$ cat src/rtl/wts_adsr_pkg.sv
// Shared types and constants for the WTS ADSR envelope generator.
package wts_adsr_pkg;

  localparam int ENV_W = 8;
  localparam logic [ENV_W-1:0] ENV_MAX = 8'd128;

  // Phase encoding is also what the optional state port exposes.
  typedef enum logic [2:0] {
    PhIdle    = 3'd0,
    PhAttack  = 3'd1,
    PhDecay   = 3'd2,
    PhSustain = 3'd3,
    PhRelease = 3'd4
  } phase_e;

endpackage

$ cat src/rtl/wts_adsr_rate_counter.sv
// Shared ADSR rate divider: emits one step every i_rate active ticks; rate 0 never steps.
module wts_adsr_rate_counter (
  input  logic       i_clk,
  input  logic       i_reset,
  input  logic       i_active,
  input  logic       i_clear,
  input  logic [7:0] i_rate,
  output logic       o_step
);

  logic [7:0] r_count;
  logic [8:0] w_count_inc;

  assign w_count_inc = {1'b0, r_count} + 9'd1;

  // Step decision ignores i_clear so the top can derive clear from the step without a loop.
  // The >= lets a lowered rate take effect on the very next tick.
  assign o_step = i_active && (i_rate != 8'd0) && (w_count_inc >= {1'b0, i_rate});

  // Counter: cleared on phase change or step, held while the rate is zero.
  always_ff @(posedge i_clk) begin
    if (i_reset) begin
      r_count <= 8'd0;
    end else if (i_active) begin
      if (i_clear || o_step) begin
        r_count <= 8'd0;
      end else if (i_rate != 8'd0) begin
        r_count <= w_count_inc[7:0];
      end
    end
  end

endmodule

$ cat src/rtl/wts_adsr_envelope_generator.sv
// Per-channel ADSR envelope generator producing a 0..128 level, updated on active ticks.
// Optional macro WTS_ADSR_STATE_OUT_EN adds the registered o_state phase output.
module wts_adsr_envelope_generator
  import wts_adsr_pkg::*;
(
  input  logic             i_clk,
  input  logic             i_reset,
  input  logic             i_active,
  input  logic             i_key_on,
  input  logic             i_key_release,
  input  logic             i_key_off,
  input  logic [7:0]       i_reg_ar,
  input  logic [7:0]       i_reg_dr,
  input  logic [7:0]       i_reg_sr,
  input  logic [7:0]       i_reg_rr,
  input  logic [6:0]       i_reg_sl,
  output logic [ENV_W-1:0] o_envelope
`ifdef WTS_ADSR_STATE_OUT_EN
  ,
  output logic [2:0]       o_state
`endif
);

  phase_e           r_phase;
  phase_e           w_phase_d;
  logic [ENV_W-1:0] r_env;
  logic [ENV_W-1:0] w_env_d;
  logic [7:0]       w_rate;
  logic             w_step;
  logic             w_restart;
  logic             w_clear;

  // Rate source for the current phase; idle never steps.
  always_comb begin
    w_rate = 8'd0;
    unique case (r_phase)
      PhAttack:  w_rate = i_reg_ar;
      PhDecay:   w_rate = i_reg_dr;
      PhSustain: w_rate = i_reg_sr;
      PhRelease: w_rate = i_reg_rr;
      default:   w_rate = 8'd0;
    endcase
  end

  wts_adsr_rate_counter u_rate_counter (
    .i_clk    (i_clk),
    .i_reset  (i_reset),
    .i_active (i_active),
    .i_clear  (w_clear),
    .i_rate   (w_rate),
    .o_step   (w_step)
  );

  // Next phase/level: key events first (off > on > release), then the phase's own stepping.
  always_comb begin
    w_phase_d = r_phase;
    w_env_d   = r_env;
    w_restart = 1'b0;
    if (i_key_off) begin
      w_phase_d = PhIdle;
      w_env_d   = '0;
      w_restart = 1'b1;
    end else if (i_key_on) begin
      w_restart = 1'b1;
      if (i_reg_ar == 8'd0) begin
        w_phase_d = PhDecay;
        w_env_d   = ENV_MAX;
      end else begin
        w_phase_d = PhAttack;
      end
    end else if (i_key_release &&
                 (r_phase == PhAttack || r_phase == PhDecay || r_phase == PhSustain)) begin
      w_phase_d = PhRelease;
    end else begin
      unique case (r_phase)
        PhAttack: begin
          if (w_step) begin
            // Clamp also covers a key_on that restarted attack at full level.
            if (r_env >= ENV_MAX - 8'd1) begin
              w_env_d   = ENV_MAX;
              w_phase_d = PhDecay;
            end else begin
              w_env_d = r_env + 8'd1;
            end
          end
        end
        PhDecay: begin
          if (r_env <= {1'b0, i_reg_sl}) begin
            w_phase_d = PhSustain;
          end else if (w_step) begin
            w_env_d = r_env - 8'd1;
            if (r_env == 8'd1) w_phase_d = PhIdle;
          end
        end
        PhSustain, PhRelease: begin
          if (r_env == '0) begin
            w_phase_d = PhIdle;
          end else if (w_step) begin
            w_env_d = r_env - 8'd1;
            if (r_env == 8'd1) w_phase_d = PhIdle;
          end
        end
        default: begin
          w_env_d = '0;
        end
      endcase
    end
  end

  // Any phase change or key restart starts the rate count afresh.
  assign w_clear = i_active && (w_restart || (w_phase_d != r_phase));

  // Phase and level registers advance only on active ticks.
  always_ff @(posedge i_clk) begin
    if (i_reset) begin
      r_phase <= PhIdle;
      r_env   <= '0;
    end else if (i_active) begin
      r_phase <= w_phase_d;
      r_env   <= w_env_d;
    end
  end

  assign o_envelope = r_env;
`ifdef WTS_ADSR_STATE_OUT_EN
  assign o_state = r_phase;
`endif

endmodule

$ cat config.mk
export PLATFORM = sky130hd
export DESIGN_NAME = wts_adsr_envelope_generator
export DESIGN_NICKNAME = d
export VERILOG_FILES = /design/src/rtl/wts_adsr_pkg.sv /design/src/rtl/wts_adsr_rate_counter.sv /design/src/rtl/wts_adsr_envelope_generator.sv
export SDC_FILE = /design/constraint.sdc
export NUM_CORES = 1
export LEC_CHECK = 0
export ABC_AREA = 1
export BUFFER_PORTS_ARGS = -buffer_cell sky130_fd_sc_hd__clkbuf_2
export CELL_PAD_IN_SITES_DETAIL_PLACEMENT = 1
export CELL_PAD_IN_SITES_GLOBAL_PLACEMENT = 1
export CORE_ASPECT_RATIO = 0.5
export CORE_MARGIN = 2
export CORE_UTILIZATION = 37
export CTS_BUF_LIST = sky130_fd_sc_hd__clkbuf_4 sky130_fd_sc_hd__clkbuf_8 sky130_fd_sc_hd__clkbuf_16
export DETAILED_ROUTE_END_ITERATION = 12
export GPL_ROUTABILITY_DRIVEN = 0
export PLACE_DENSITY_LB_ADDON = 0.2
export SETUP_SLACK_MARGIN = 0.3
export SLEW_MARGIN = 40
export SYNTH_ARGS = -nofsm -noshare
export SYNTH_HDL_FRONTEND = slang
export SYNTH_SLANG_ARGS = --single-unit
$ cat constraint.sdc
create_clock -name i_clk -period 3.25 [get_ports i_clk]
set_input_delay 0.1625 -clock i_clk [delete_from_list [all_inputs] [get_ports i_clk]]
set_output_delay 0.1625 -clock i_clk [all_outputs]
set_load 0.1 [all_outputs]
# After elaboration in Yosys (flattened, before gate mapping)
# Index checks and enable logic that the tools add are counted.
# classes
mux,26
n_lt_le_gt_ge,3
reduce_logical,15
n_addsub,3
eq_ne,11
# op_table
operator,n
$mux W8,11
$pmux W8 S4,1
$mux W3,9
$pmux W8 S3,1
$logic_not A8 Y1,2
$add A8 B1 Y9 const B,1
$ge A9 B8 Y1,1
$pmux W3 S3,1
$add A8 B1 Y8 const B,1
$eq A8 B1 Y1 const B,1
$ge A8 B7 Y1 const B,1
$le A8 B7 Y1,1
$ne A4 B4 Y1 const B,2
$reduce_bool A8 Y1,1
$sub A8 B1 Y8 const B,1
$eq A3 B2 Y1 const B,2
$reduce_and A6 Y1,1
$logic_and A1 B1 Y1,4
$logic_or A1 B1 Y1,4
$ne A4 B3 Y1 const B,1
$eq A3 B1 Y1 const B,1
$eq A3 B3 Y1 const B,1
$ne A3 B1 Y1 const B,1
$ne A3 B3 Y1,1
other kinds (6),7
# word_totals
out_inout_bits,8
ff_bits,19

# Depth between registers and ports, before layout
# depth
depth_word,17
mapped_depth,31
depth_no_buf,30

# By module
# A second synthesis with hierarchy kept.
# hier_totals
hier_cells,351
hier_area_um2,2214.6
# by_module_without_submodules
module,cells_per_inst,area_each_um2,instances
wts_adsr_envelope_generator,251,1468.9,1
wts_adsr_rate_counter,100,745.7,1

# Worst setup path after synthesis
# No wires, ideal clock.
# synth_timing
path_kind,register -> register
start,"register r_env[0], in the netlist o_envelope[0]"
end,register u_rate_counter.r_count[0]
slack_ps,174
setup_ps,115
period_less_slack_ps,3076
stages_incl_launch_ff,22
required_ps,3135
t_arrival_ps,2961
path_cell_list,dfxtp_1 -> inv_1 -> ha_1 -> inv_1 -> a21oi_1 -> o21ai_0 -> nand3_1 -> nand2_1 -> a21oi_1 -> o21ai_0 -> nand2_1 -> nand2_1 -> nand3_1 -> nand2_1 -> nand2_1 -> nand2_1 -> nand2_1 -> nand2_1 -> nand2_2 -> buf_6 -> a21oi_1 -> nor2_1
# synth_between
elab_chain_len,14
elab_cells_between_ends,21
# synth_rtl
element,line,rtl
start: declaration,wts_adsr_envelope_generator.sv:26,logic [ENV_W-1:0] r_env;
start signal: assignment,wts_adsr_envelope_generator.sv:120,r_env <= w_env_d;
"parallel branches: the longest is 4 deep, another holds $ge A8 B7 Y1",-,
$pmux W3 S3 (*),wts_adsr_envelope_generator.sv:75,unique case (r_phase)
$mux W3 (*),wts_adsr_envelope_generator.sv:71,end else if (i_key_release &&
$mux W3 (*),wts_adsr_envelope_generator.sv:63,end else if (i_key_on) begin
$mux W3 (*),wts_adsr_envelope_generator.sv:59,if (i_key_off) begin
$ne A3 B3 Y1 (*),wts_adsr_envelope_generator.sv:111,assign w_clear = i_active && (w_restart || (w_phase_d != r_phase));
$logic_or A1 B1 Y1 (*),wts_adsr_envelope_generator.sv:111,
$logic_and A1 B1 Y1 (*),wts_adsr_envelope_generator.sv:111,
$logic_or A1 B1 Y1 (*),wts_adsr_rate_counter.sv:25,if (i_clear || o_step) begin
$reduce_bool A2 Y1 (no source line),-,
$reduce_and A2 Y1 (no source line),-,
end signal: assignment,wts_adsr_rate_counter.sv:28,r_count <= w_count_inc[7:0];
end: declaration,wts_adsr_rate_counter.sv:11,logic [7:0] r_count;
# Mark *: on every way between the ends.
# A chain may end at the register's enable or synchronous reset.

# Worst setup path after layout
# layout_timing
start,register r_phase[1]
end,register u_rate_counter.r_count[0]
# layout_between
elab_chain_len,17
elab_cells_between_ends,30
# layout_rtl
element,line,rtl
start: declaration,wts_adsr_envelope_generator.sv:24,phase_e r_phase;
start signal: assignment,wts_adsr_envelope_generator.sv:116,r_phase <= PhIdle;
start signal: assignment,wts_adsr_envelope_generator.sv:119,r_phase <= w_phase_d;
"parallel branches: the longest is 17 deep, another holds $ge A9 B8 Y1",-,
# Several ways; the timed one is not identified.

==> metrics.txt <==
# TYPE chip_impl_metric gauge
chip_impl_metric{name="worst_slew_pin_slew",unit="ns"} 0.7135
chip_impl_metric{name="fin_crit_sh",unit="%"} 110.2
chip_impl_metric{name="design_area",unit="um^2"} 3221
chip_impl_metric{name="cp.required",unit="ns"} 3.44
chip_impl_metric{name="number_of_enable_flip_flop_cells_after_synthesis",unit=""} 0
chip_impl_metric{name="nets",unit=""} 514
chip_impl_metric{name="synth.distinct_cells",unit=""} 36
chip_impl_metric{name="worst_path_arrival_time",unit="ns"} 3.77
chip_impl_metric{name="critPathMaxFanout",unit=""} 8
chip_impl_metric{name="num_rows",unit=""} 19
chip_impl_metric{name="finalPower",unit="mW"} 1.088
chip_impl_info{name="ys.flop_type",value="dfxtp_1"} 1
chip_impl_metric{name="cellLeakagePower",unit="nW"} 1.636
chip_impl_metric{name="antenna_violating_nets_post_route",unit=""} 0
chip_impl_metric{name="drv_cap",unit=""} 0
chip_impl_metric{name="layout.filler_cells",unit=""} 764
chip_impl_metric{name="yosysWarnings",unit=""} 0
chip_impl_metric{name="placement.cell_area",unit="um^2"} 2574
chip_impl_metric{name="fin_util",unit="%"} 57.40
chip_impl_metric{name="multi_input_comb_area",unit="um^2"} 1844
chip_impl_metric{name="slew_violations",unit=""} 0
chip_impl_metric{name="insertion_delay",unit="ns"} 0.27
chip_impl_metric{name="placement.io_buffers",unit=""} 52
chip_impl_metric{name="timing.max_slew.rel_slack",unit="%"} 52.26
chip_impl_metric{name="vias",unit=""} 3092
chip_impl_metric{name="first_global_vias",unit=""} 2986
chip_impl_metric{name="min_delay_path_depth",unit=""} 4
chip_impl_info{name="run_status",value="finished with violations"} 1
chip_impl_metric{name="detail_route.iter0.violations",unit=""} 205
chip_impl_metric{name="clock_transition_at_the_registers_of_the_reported_paths",unit="ns"} 0.06
chip_impl_info{name="cp-start-kind",value="register"} 1
chip_impl_info{name="synth_area_leaders",value="dfxtp_1 17%, nand2_1 13%, ha_1 11%, nand3_1 8.8%, inv_1 7.5%"} 1
chip_impl_metric{name="finalHoldViolCount",unit=""} 0
chip_impl_info{name="hold_path_class",value="input pin to register"} 1
chip_impl_metric{name="dpl.hpwl",unit="um"} 6211
chip_impl_metric{name="grt_usage",unit="%"} 27.81
chip_impl_metric{name="die-height",unit="um"} 58.62
chip_impl_metric{name="grt_antenna_before_repair",unit=""} 0
chip_impl_metric{name="antennaDiodeCount",unit=""} 0
chip_impl_metric{name="worst_slack",unit="ns"} -0.3304
chip_impl_metric{name="setup.reg_to_reg.worst_slack",unit="ns"} -0.33
chip_impl_metric{name="initial_utilization",unit="%"} 39.34
chip_impl_metric{name="yosysTopAreaCellShare",unit="%"} 17.23
chip_impl_metric{name="drt-total-wl",unit="um"} 11040
chip_impl_metric{name="number_of_clock_buffers_inserted_by_tritoncts",unit=""} 3
chip_impl_metric{name="floorplan.io_pins",unit=""} 53
chip_impl_metric{name="clock_sinks",unit=""} 19
chip_impl_metric{name="dieArea",unit="um^2"} 6637
chip_impl_info{name="r2r-start",value="r_phase[1]"} 1
chip_impl_info{name="grt_setup_unrepaired",value="yes"} 1
chip_impl_metric{name="yosys_register_bits",unit=""} 19
chip_impl_metric{name="finalCriticalPeriod",unit="ns"} 3.580
chip_impl_metric{name="synthesis.area_per_instance",unit="um^2"} 6.064
chip_impl_metric{name="route.detailed.vias_per_inst",unit=""} 5.923
chip_impl_metric{name="timing.final.setup_violations",unit=""} 8
chip_impl_info{name="end_kind",value="register"} 1
chip_impl_metric{name="grt_overflow_total",unit=""} 0
chip_impl_metric{name="mappedNetlistArea",unit="um^2"} 2207
chip_impl_metric{name="grt_first_pass_wirelength",unit="um"} 14560
chip_impl_metric{name="pre_cts_setup_slack",unit="ns"} -0.1562
chip_impl_metric{name="timing.reg2reg.worst_path_depth",unit=""} 27
chip_impl_metric{name="synthesis.instances",unit=""} 364
chip_impl_metric{name="area.sequential",unit="um^2"} 399.1
chip_impl_metric{name="core_region_area",unit="um^2"} 5610
chip_impl_metric{name="layout-area-overhead-vs-synth",unit="%"} 45.92
chip_impl_metric{name="vdd.ir_drop.worst",unit="mV"} 0.1941
chip_impl_info{name="setup.worst_path.end",value="u_rate_counter.r_count[0]"} 1
chip_impl_info{name="critical_path_class",value="register to register"} 1
chip_impl_info{name="synthMostInstantiatedCell",value="nand2_1"} 1
chip_impl_metric{name="detailedRoute.firstPassIterationCount",unit=""} 9
chip_impl_metric{name="timing.fmax",unit="MHz"} 279.3
chip_impl_metric{name="detail_route.drc_violations",unit=""} 1
chip_impl_metric{name="grt_max_degree",unit=""} 19
chip_impl_info{name="clock_tree_from_tritoncts",value="built"} 1
chip_impl_info{name="netlist.top_cell.by_area",value="dfxtp_1"} 1
chip_impl_metric{name="cellPowerDensity",unit="nW/um^2"} 337.7
chip_impl_metric{name="async_flop_share",unit="%"} 0
chip_impl_metric{name="synth.yosys.seq_area_share",unit="%"} 17.23
chip_impl_info{name="endpoint_of_the_worst_register_to_register_path",value="u_rate_counter.r_count[0]"} 1
chip_impl_metric{name="worst_clock_skew",unit="ns"} 0.005175
chip_impl_metric{name="syn-num-nets",unit=""} 428
chip_impl_info{name="launch_point_of_the_critical_path",value="r_phase[1]"} 1
chip_impl_metric{name="post_route_cells_drive_above_1_share",unit="%"} 37.42
chip_impl_metric{name="fp.dieW",unit="um"} 113.2
chip_impl_metric{name="hold_ws",unit="ns"} 0.2812
chip_impl_metric{name="routed_wire_length_per_instance",unit="um"} 21.14
chip_impl_info{name="failed_checks",value="DRC, setup timing"} 1
chip_impl_info{name="ys_top_cells_by_count",value="77 x nand2_1, 44 x inv_1, 39 x nand3_1, 36 x nor2_1, 28 x a21oi_1"} 1
chip_impl_metric{name="clk_path_buf_depth",unit=""} 2
chip_impl_metric{name="cts.htree.levels",unit=""} 1
chip_impl_info{name="clockRootBuffer",value="clkbuf_16"} 1
worst min-delay path by stage:
stage / startpoint / to / slack [ns]
3_5_place_dp: u_rate_counter.r_count[1] / u_rate_counter.r_count[1] / 0.50
3_3_place_gp: u_rate_counter.r_count[1] / u_rate_counter.r_count[1] / 0.49
5_1_grt: i_key_off / o_envelope[7] / 0.31
6_report: i_key_off / o_envelope[7] / 0.28
2_1_floorplan: i_key_off / o_envelope[7] / 0.40
4_1_cts: i_key_off / o_envelope[7] / 0.27
per-layer routing:
metal	routed length [um]	track usage (%)	part of all wire (%)	up-vias
met5	0	0	0	-
met4	617	11.15	5.6	0
met3	740	5.767	6.7	61
met2	5347	52.69	48	139
met1	4329	31.33	39	1484
li1	-	-	-	1408
where the power goes:
part | internal, mW | switching, mW
sequential | 0.246 | 0.0279
clock | 0.176 | 0.112
combinational | 0.174 | 0.352
critical path, stage by stage (launching register included):
cell	delay [ns]
dfxtp_4	0.38
buf_4	0.16
buf_4	0.14
nand4_1	0.10
nand2_1	0.11
nor2_2	0.18
ha_4	0.24
nand2_1	0.06
nand2_1	0.08
nand2_2	0.10
nand3_2	0.09
nand2_1	0.10
nand2_1	0.06
nand2_1	0.08
nand2_2	0.10
nand4_4	0.13
inv_2	0.05
o21ai_2	0.18
nand2_2	0.09
a21boi_2	0.21
nand2_1	0.11
nor2_2	0.17
nand2_4	0.12
nand2_8	0.13
nand2_2	0.05
nand2_1	0.10
nand2_1	0.07
nor2_1	0.11
repair_timing:
action / in CTS / in global routing
pin swaps: 15 / 28
hold buffers: 0 / 0
gates cloned: 1 / 1
setup buffers: 18 / 10
endpoints found under the setup margin: 9 / 18
gates resized for setup: 31 / 54
registers in the layout (all words and copies together) (netlist names):
signal                  cells
o_envelope                  8
r_phase                     3
u_rate_counter.r_count      8
stage by stage:
stage / TNS, ns / std cells
floorplan: 0 / 364
global placement: -0.08082 / 488
detailed placement: -1.118 / 488
CTS: 0 / 511
global route: -3.440 / 522
finish: -2.218 / 522
cells by family after synthesis:
family	share of synthesized area, %
xor+xnor	4.365
flops	17.23
simple gates	39.29
compound gates	15.53
fa+ha+maj	10.77
buf+inv	12.81
final cells by class:
| cell class | instances | share of cell area (%) |
|---|---|---|
| clock buffer | 4 | 2.564 |
| sequential | 19 | 12.39 |
| tap | 73 | 2.836 |
| timing repair buffer | 95 | 18.69 |
| inverter | 51 | 6.255 |
| multi-input combinational | 280 | 57.26 |
cells in the final DEF (no fill, tap or decap), types with 6 or more instances in the layout:
cell type	netlist	layout
inv_1	44	43
o21ai_0	11	10
a211oi_1	7	7
clkbuf_2	0	52
nand2_1	77	61
dfxtp_1	19	12
a21oi_1	28	26
nand3_2	1	8
buf_4	2	38
nand2_2	1	14
nand3_1	39	29
nor2_1	36	29
inv_2	7	6
nor2_2	4	6
nand4_1	22	22
ha_1	19	15
xor2_1	7	7
No activity file was read; power rests on OpenSTA's default activity.
